### config.mk
export PLATFORM = sky130hd
export DESIGN_NAME = sipo8_capture
export DESIGN_NICKNAME = d
export VERILOG_FILES = /design/src/rtl/sipo8_capture.sv
export SDC_FILE = /design/constraint.sdc
export NUM_CORES = 1
export LEC_CHECK = 0
export ABC_AREA = 1
export BUFFER_PORTS_ARGS = -buffer_cell sky130_fd_sc_hd__buf_2
export CAP_MARGIN = 40
export CORE_MARGIN = 4
export CORE_UTILIZATION = 48
export CTS_CLUSTER_DIAMETER = 50
export DETAILED_ROUTE_END_ITERATION = 8
export PLACE_DENSITY = 0.79
export SLEW_MARGIN = 10
export SYNTH_ARGS = -nofsm -noshare
export SYNTH_HDL_FRONTEND = slang
export SYNTH_SLANG_ARGS = --single-unit
### constraint.sdc
create_clock -name clk -period 2.3 [get_ports clk]
set_input_delay 0.345 -clock clk [delete_from_list [all_inputs] [get_ports clk]]
set_output_delay 0.345 -clock clk [all_outputs]
set_load 0.005 [all_outputs]
### src/rtl/sipo8_capture.sv
// MSB-first serial-in/parallel-out byte assembler with a one-entry valid/ready holding register.
// Optional SIPO_INVERT_EN: shift in ~serIn to convert active-low video data.
module sipo8_capture #(
    parameter int BYTES_PER_LINE = 64,
    parameter int IDX_W          = $clog2(BYTES_PER_LINE)
) (
    input  logic             clk,
    input  logic             reset,
    input  logic             sampleEn,
    input  logic             serIn,
    input  logic             lineStart,
    input  logic             outReady,
    output logic [7:0]       parOut,
    output logic             outValid,
    output logic [IDX_W-1:0] byteIdx,
    output logic             lineDone,
    output logic             overflow
);

    typedef enum logic {
        ST_IDLE  = 1'b0,
        ST_ARMED = 1'b1
    } state_t;

    localparam logic [IDX_W-1:0] LAST_POS = IDX_W'(BYTES_PER_LINE - 1);

    state_t           r_state;
    state_t           w_stateNext;
    logic [6:0]       r_shift;
    logic [2:0]       r_bitCnt;
    logic [IDX_W-1:0] r_pos;
    logic [7:0]       r_parOut;
    logic             r_outValid;
    logic [IDX_W-1:0] r_byteIdx;
    logic             r_lineDone;
    logic             r_overflow;

    logic             w_bit;
    logic             w_sample;
    logic [2:0]       w_cntBase;
    logic [IDX_W-1:0] w_posBase;
    logic             w_complete;
    logic             w_lastByte;
    logic             w_load;
    logic             w_drop;
    logic [7:0]       w_byte;
    logic [6:0]       w_shiftNext;
    logic [2:0]       w_bitCntNext;
    logic [IDX_W-1:0] w_posNext;
    logic             w_outValidNext;

`ifdef SIPO_INVERT_EN
    assign w_bit = ~serIn;
`else
    assign w_bit = serIn;
`endif

    always_ff @(posedge clk) begin
        if (reset) begin
            r_state    <= ST_ARMED;
            r_shift    <= '0;
            r_bitCnt   <= '0;
            r_pos      <= '0;
            r_parOut   <= '0;
            r_outValid <= 1'b0;
            r_byteIdx  <= '0;
            r_lineDone <= 1'b0;
            r_overflow <= 1'b0;
        end else begin
            r_state    <= w_stateNext;
            r_shift    <= w_shiftNext;
            r_bitCnt   <= w_bitCntNext;
            r_pos      <= w_posNext;
            r_outValid <= w_outValidNext;
            r_lineDone <= w_load && w_lastByte;
            r_overflow <= r_overflow || w_drop;
            if (w_load) begin
                r_parOut  <= w_byte;
                r_byteIdx <= w_posBase;
            end
        end
    end

    always_comb begin
        w_stateNext    = r_state;
        w_shiftNext    = r_shift;
        w_bitCntNext   = r_bitCnt;
        w_posNext      = r_pos;
        w_outValidNext = r_outValid;

        // lineStart rebases the counters on the same edge, so a coincident sample is bit 0
        w_cntBase  = lineStart ? 3'd0 : r_bitCnt;
        w_posBase  = lineStart ? '0 : r_pos;
        w_sample   = sampleEn && (lineStart || (r_state == ST_ARMED));
        w_complete = w_sample && (w_cntBase == 3'd7);
        w_lastByte = w_complete && (w_posBase == LAST_POS);
        w_byte     = {r_shift, w_bit};
        w_load     = w_complete && (!r_outValid || outReady);
        w_drop     = w_complete && r_outValid && !outReady;

        if (w_sample) begin
            w_shiftNext  = {r_shift[5:0], w_bit};
            w_bitCntNext = w_cntBase + 3'd1;
        end else begin
            w_bitCntNext = w_cntBase;
        end

        if (w_complete) begin
            w_posNext = w_lastByte ? '0 : (w_posBase + IDX_W'(1));
        end else begin
            w_posNext = w_posBase;
        end

        if (lineStart) begin
            w_stateNext = ST_ARMED;
        end else if (w_lastByte) begin
            w_stateNext = ST_IDLE;
        end

        if (w_load) begin
            w_outValidNext = 1'b1;
        end else if (r_outValid && outReady) begin
            w_outValidNext = 1'b0;
        end
    end

    assign parOut   = r_parOut;
    assign outValid = r_outValid;
    assign byteIdx  = r_byteIdx;
    assign lineDone = r_lineDone;
    assign overflow = r_overflow;

endmodule
Word-level counts from Yosys, hierarchy flattened
Index checks and enable logic that the tools add are counted.
{ "word_totals": {"regBits": 34, "latch_bits": 0, "mem_bits_rw": 0, "rom_bits": 0, "inputBits": 6, "out_inout_bits": 17, "elab_cells": 35, "memories": 0} }
{ "op_classes": {"addsub": 2, "mul": 0, "div_mod_pow": 0, "order_cmp": 0, "n_eq_ne": 2, "shift": 0, "n_mux": 7, "bitwise_logic": 0, "n_reduce_logical": 15} }
{ "ops": {"columns": ["cell", "count"], "rows": [
  ["two-way mux 6 bit", 3],
  ["logical AND 1 bit", 8],
  ["adder 6 x 1 -> 6 bit, second input constant", 1],
  ["equality test 6 bit, second input constant", 1],
  ["two-way mux 3 bit", 2],
  ["adder 3 x 1 -> 3 bit, second input constant", 1],
  ["equality test 3 bit, second input constant", 1],
  ["logical OR 1 bit", 3],
  ["logical NOT 1 bit", 2],
  ["two-way mux 1 bit", 2],
  ["nonzero test 2 bit", 1],
  ["OR reduction 2 bit", 1]
]} }

Depth between registers and ports, before layout
{ "logic_depth": {"depth_word": 6, "depth_mapped": 11} }

Least setup slack after synthesis
OpenSTA, ideal clock, no wires.
{ "synth_timing": {"path_type": "input-to-reg", "from": "in lineStart", "to": "reg r_byteIdx[3], in the netlist byteIdx[3]", "setup_time_ns": 0.116, "arrival_ns": 1.344, "setup_slack_ns": 0.840, "path_stages": 9, "path_buffers": 1, "cell_sequence": "nor2_1 > ha_1 > ha_1 > nand3_4 > inv_2 > nand2_4 > buf_6 > nor2_1 > nor2_1"} }
{ "synth_via": {"elab_chain_cells": 4, "elab_cells_between_ends": 7, "cone_classes": "eq/ne: 1; mux: 2; reduce/logical: 4"} }
{ "synth_rtl": {"columns": ["item", "line_no", "source"], "rows": [
  ["start, declared", "11", "input logic lineStart,"],
  ["two-way mux 3 bit / logical OR 1 bit (equally long branches)", "92, 94", null],
  ["equality test 3 bit / logical AND 1 bit (equally long branches)", "95, 94", null],
  ["logical AND 1 bit", "95", "w_complete = w_sample && (w_cntBase == 3'd7);"],
  ["logical AND 1 bit", "98", "w_load = w_complete && (!r_outValid || outReady);"],
  ["end signal, assigned", "79", "r_byteIdx <= w_posBase;"],
  ["end, declared", "34", "logic [IDX_W-1:0] r_byteIdx;"]
]} }
Parallel ways exist; a longest one is shown, timed or not.
A chain may end at the register's enable or synchronous reset.

Final worst setup path
{ "layout_timing": {"from": "reg r_bitCnt[0]", "to": "reg r_parOut[6], in the netlist parOut[6]"} }
{ "layout_via": {"elab_chain_cells": 4} }
{ "layout_rtl": {"columns": ["item", "line_no", "source"], "rows": [
  ["start, declared", "30", "logic [2:0] r_bitCnt;"],
  ["start signal, assigned", "72", "r_bitCnt <= w_bitCntNext;"],
  ["two-way mux 3 bit", "92", "w_cntBase = lineStart ? 3'd0 : r_bitCnt;"],
  ["equality test 3 bit", "95", null],
  ["logical AND 1 bit", "95", null],
  ["logical AND 1 bit", "98", null],
  ["end signal, assigned", "78", "r_parOut <= w_byte;"],
  ["end, declared", "32", "logic [7:0] r_parOut;"]
]} }
Every way passes these cells.

==> impl_metrics.json <==
{
  "nets": 218,
  "tightest_slew_ns": 0.620,
  "pwr-share-seq": 0.604,
  "holdCritPathClass": "in2reg",
  "path_class": "reg2reg",
  "endpoint_kind": "flip-flop",
  "routed_wirelength_mm": 2.78,
  "wl_per_cell_um": 11.5,
  "period_share": 0.721,
  "status": "complete, no violations",
  "ys_seq_elements": 34,
  "die_width_um": 62.1,
  "cts_setup_buffers": 0,
  "clock_skew_ns": 0.00898,
  "final_common_cell": "nor2_1",
  "path_max_fanout": 14,
  "slew_viol_final": 0,
  "fp.dieH_um": 62.1,
  "grt_remaining_overflow": 0,
  "cp-start-kind": "flip-flop",
  "hold_viol": 0,
  "top_level_ports": 23,
  "area.growth.synth_to_final_pct": 11.6,
  "pwr-share-clk": 0.351,
  "grt_usage": 0.169,
  "multi_input_area_um2": 607,
  "syn_inst": 186,
  "drc_errors": 0,
  "viasPerCell": 5.05,
  "clk_pin_slew_ns": 0.11,
  "pwr-share-comb": 0.045,
  "p_total_mw": 1.00,
  "grt_pass1_vias": 1048,
  "place_area_um2": 1500,
  "max_freq_mhz": 603,
  "clk-insertion-delay-late_ns": 0.34,
  "antennaDiodeCount": 0,
  "root_buffer": "clkbuf_4",
  "cp.arrival_ns": 1.93,
  "rsz0062_at_grt": "false",
  "fillers": 265,
  "rows": 19,
  "final_cell_mix": "nor2_1, dfxtp_1, o21ai_0",
  "core_region_area_um2": 2780,
  "synthDistinctLibCells": 23,
  "dpl.hpwl_mm": 1.95,
  "port_buffers": 22,
  "p_int_uw": 761,
  "avgSynthCellArea_um2": 7.55,
  "setup_tns_ns": 0,
  "vias": 1217,
  "worstPathRequired_ns": 2.57,
  "final_core_util": 0.563,
  "setup_viol": 0,
  "antenna_found_initial": 0,
  "place.gp.congestion": 0.769,
  "synth_edf_count": 0,
  "switchingPower_uw": 241,
  "synthFlopType": "dfxtp_1",
  "drive_gt1_frac": 0.186,
  "max-cap-violations": 0,
  "cts.path.max_buffers": 2,
  "finalNonFillerCells": 241,
  "ys_warn_count": 0,
  "cts_tree": "yes",
  "synth_area_um2": 1400,
  "design_area_um2": 1570,
  "ys_async_sr_fraction": 0,
  "p_leak_nw": 0.759,
  "clock-sinks": 34,
  "ant_nets": 0,
  "p_sw_frac": 0.241,
  "drt_iter0_drc": 23,
  "post-route-min-period_ns": 1.66,
  "synth_nets": 195,
  "drt_pass1_iterations": 4,
  "peakVddDrop_uv": 447,
  "p_per_area_nw_per_um2": 640,
  "slew_headroom": 0.586,
  "grt_max_degree": 28,
  "start_util": 0.505,
  "regArea_um2": 681,
  "htree_levels": 2,
  "synth.yosys.seq_area_share": 0.485,
  "die-area_um2": 3850,
  "cts.repair.resized": 0,
  "cts_made_buffers": 5,
  "grt_pass1_wl_mm": 4.69,
  "cts_hold_buffers": 0,
  "placedCellCount": 233
}
==> power groups by stage <==
stage               clock [mW]  sequential (mW)  combinational, mW
global route             0.385            0.607             0.0523
finish                   0.351            0.606             0.0451
global placement             0            0.619             0.0446
detailed placement           0            0.619             0.0447
floorplan                    0            0.618             0.0315
CTS                      0.359            0.605             0.0451
==> path summary, 6_finish.rpt <==
kind / startpoint / endpoint / slack, ns / cells after the start
setup / recovery: r_bitCnt[0] / parOut[6] / 0.64 / 8
hold / removal: serIn / parOut[0] / 0.24 / 3
setup reg to reg: r_bitCnt[0] / parOut[6] / 0.64 / 8
hold reg to reg: overflow / overflow / 0.49 / 2
==> layer usage <==
metal | vias up | GRT usage | share of wire
li1 | 631 | - | -
met4 | 0 | 0.0909 | 0.022
met2 | 33 | 0.249 | 0.47
met5 | - | 0 | 0
met1 | 546 | 0.227 | 0.47
met3 | 7 | 0.0434 | 0.041
==> cell type report <==
type                    count  share of cell area
flip-flops and latches     34               0.435
repair buffers             22              0.0703
clock inverters             2             0.00799
multi-input cells         129               0.387
clock buffers               6              0.0327
well taps                  31              0.0248
inverters                  17              0.0423
==> logic make-up after synthesis <==
family / after synthesis / share of synthesized area
adder cells (fa/ha/maj): 3 / 0.0267
AO/OA/AOI/OAI: 36 / 0.131
AND/OR/NAND/NOR: 90 / 0.275
buffers and inverters: 23 / 0.0829
flip-flops: 34 / 0.485
==> synth_stat cells, types with 2 or more instances <==
cell type	n	share of area
o21ai_1	2	0.0071
nand2_4	2	0.016
o21ai_0	26	0.093
nand2_1	19	0.051
a21oi_1	7	0.025
nor2_1	62	0.17
buf_6	3	0.024
dfxtp_1	34	0.48
inv_1	15	0.040
ha_1	3	0.027
==> worst max-delay path, stage by stage, from the launching register on <==
cell     delay, ns
dfxtp_1       0.33
inv_1         0.04
nor2_1        0.15
ha_1          0.18
ha_1          0.18
nand3_4       0.18
nor2_4        0.28
o21ai_0       0.12
nor2_1        0.14
==> registers in the layout, summed over array words and instances, names as in the netlist <==
name      flops
r_shift       7
r_bitCnt      3
lineDone      1
r_state       1
r_pos         6
overflow      1
byteIdx       6
outValid      1
parOut        8
==> stage by stage <==
step,setup slack (ns),hold WS (ns)
after floorplan,0.840,0.407
final,0.641,0.243
after CTS,0.629,0.241
after global routing,0.487,0.250
after detailed placement,0.479,0.459
after global placement,0.542,0.450
Note: power is estimated with default switching activity, not from simulation.
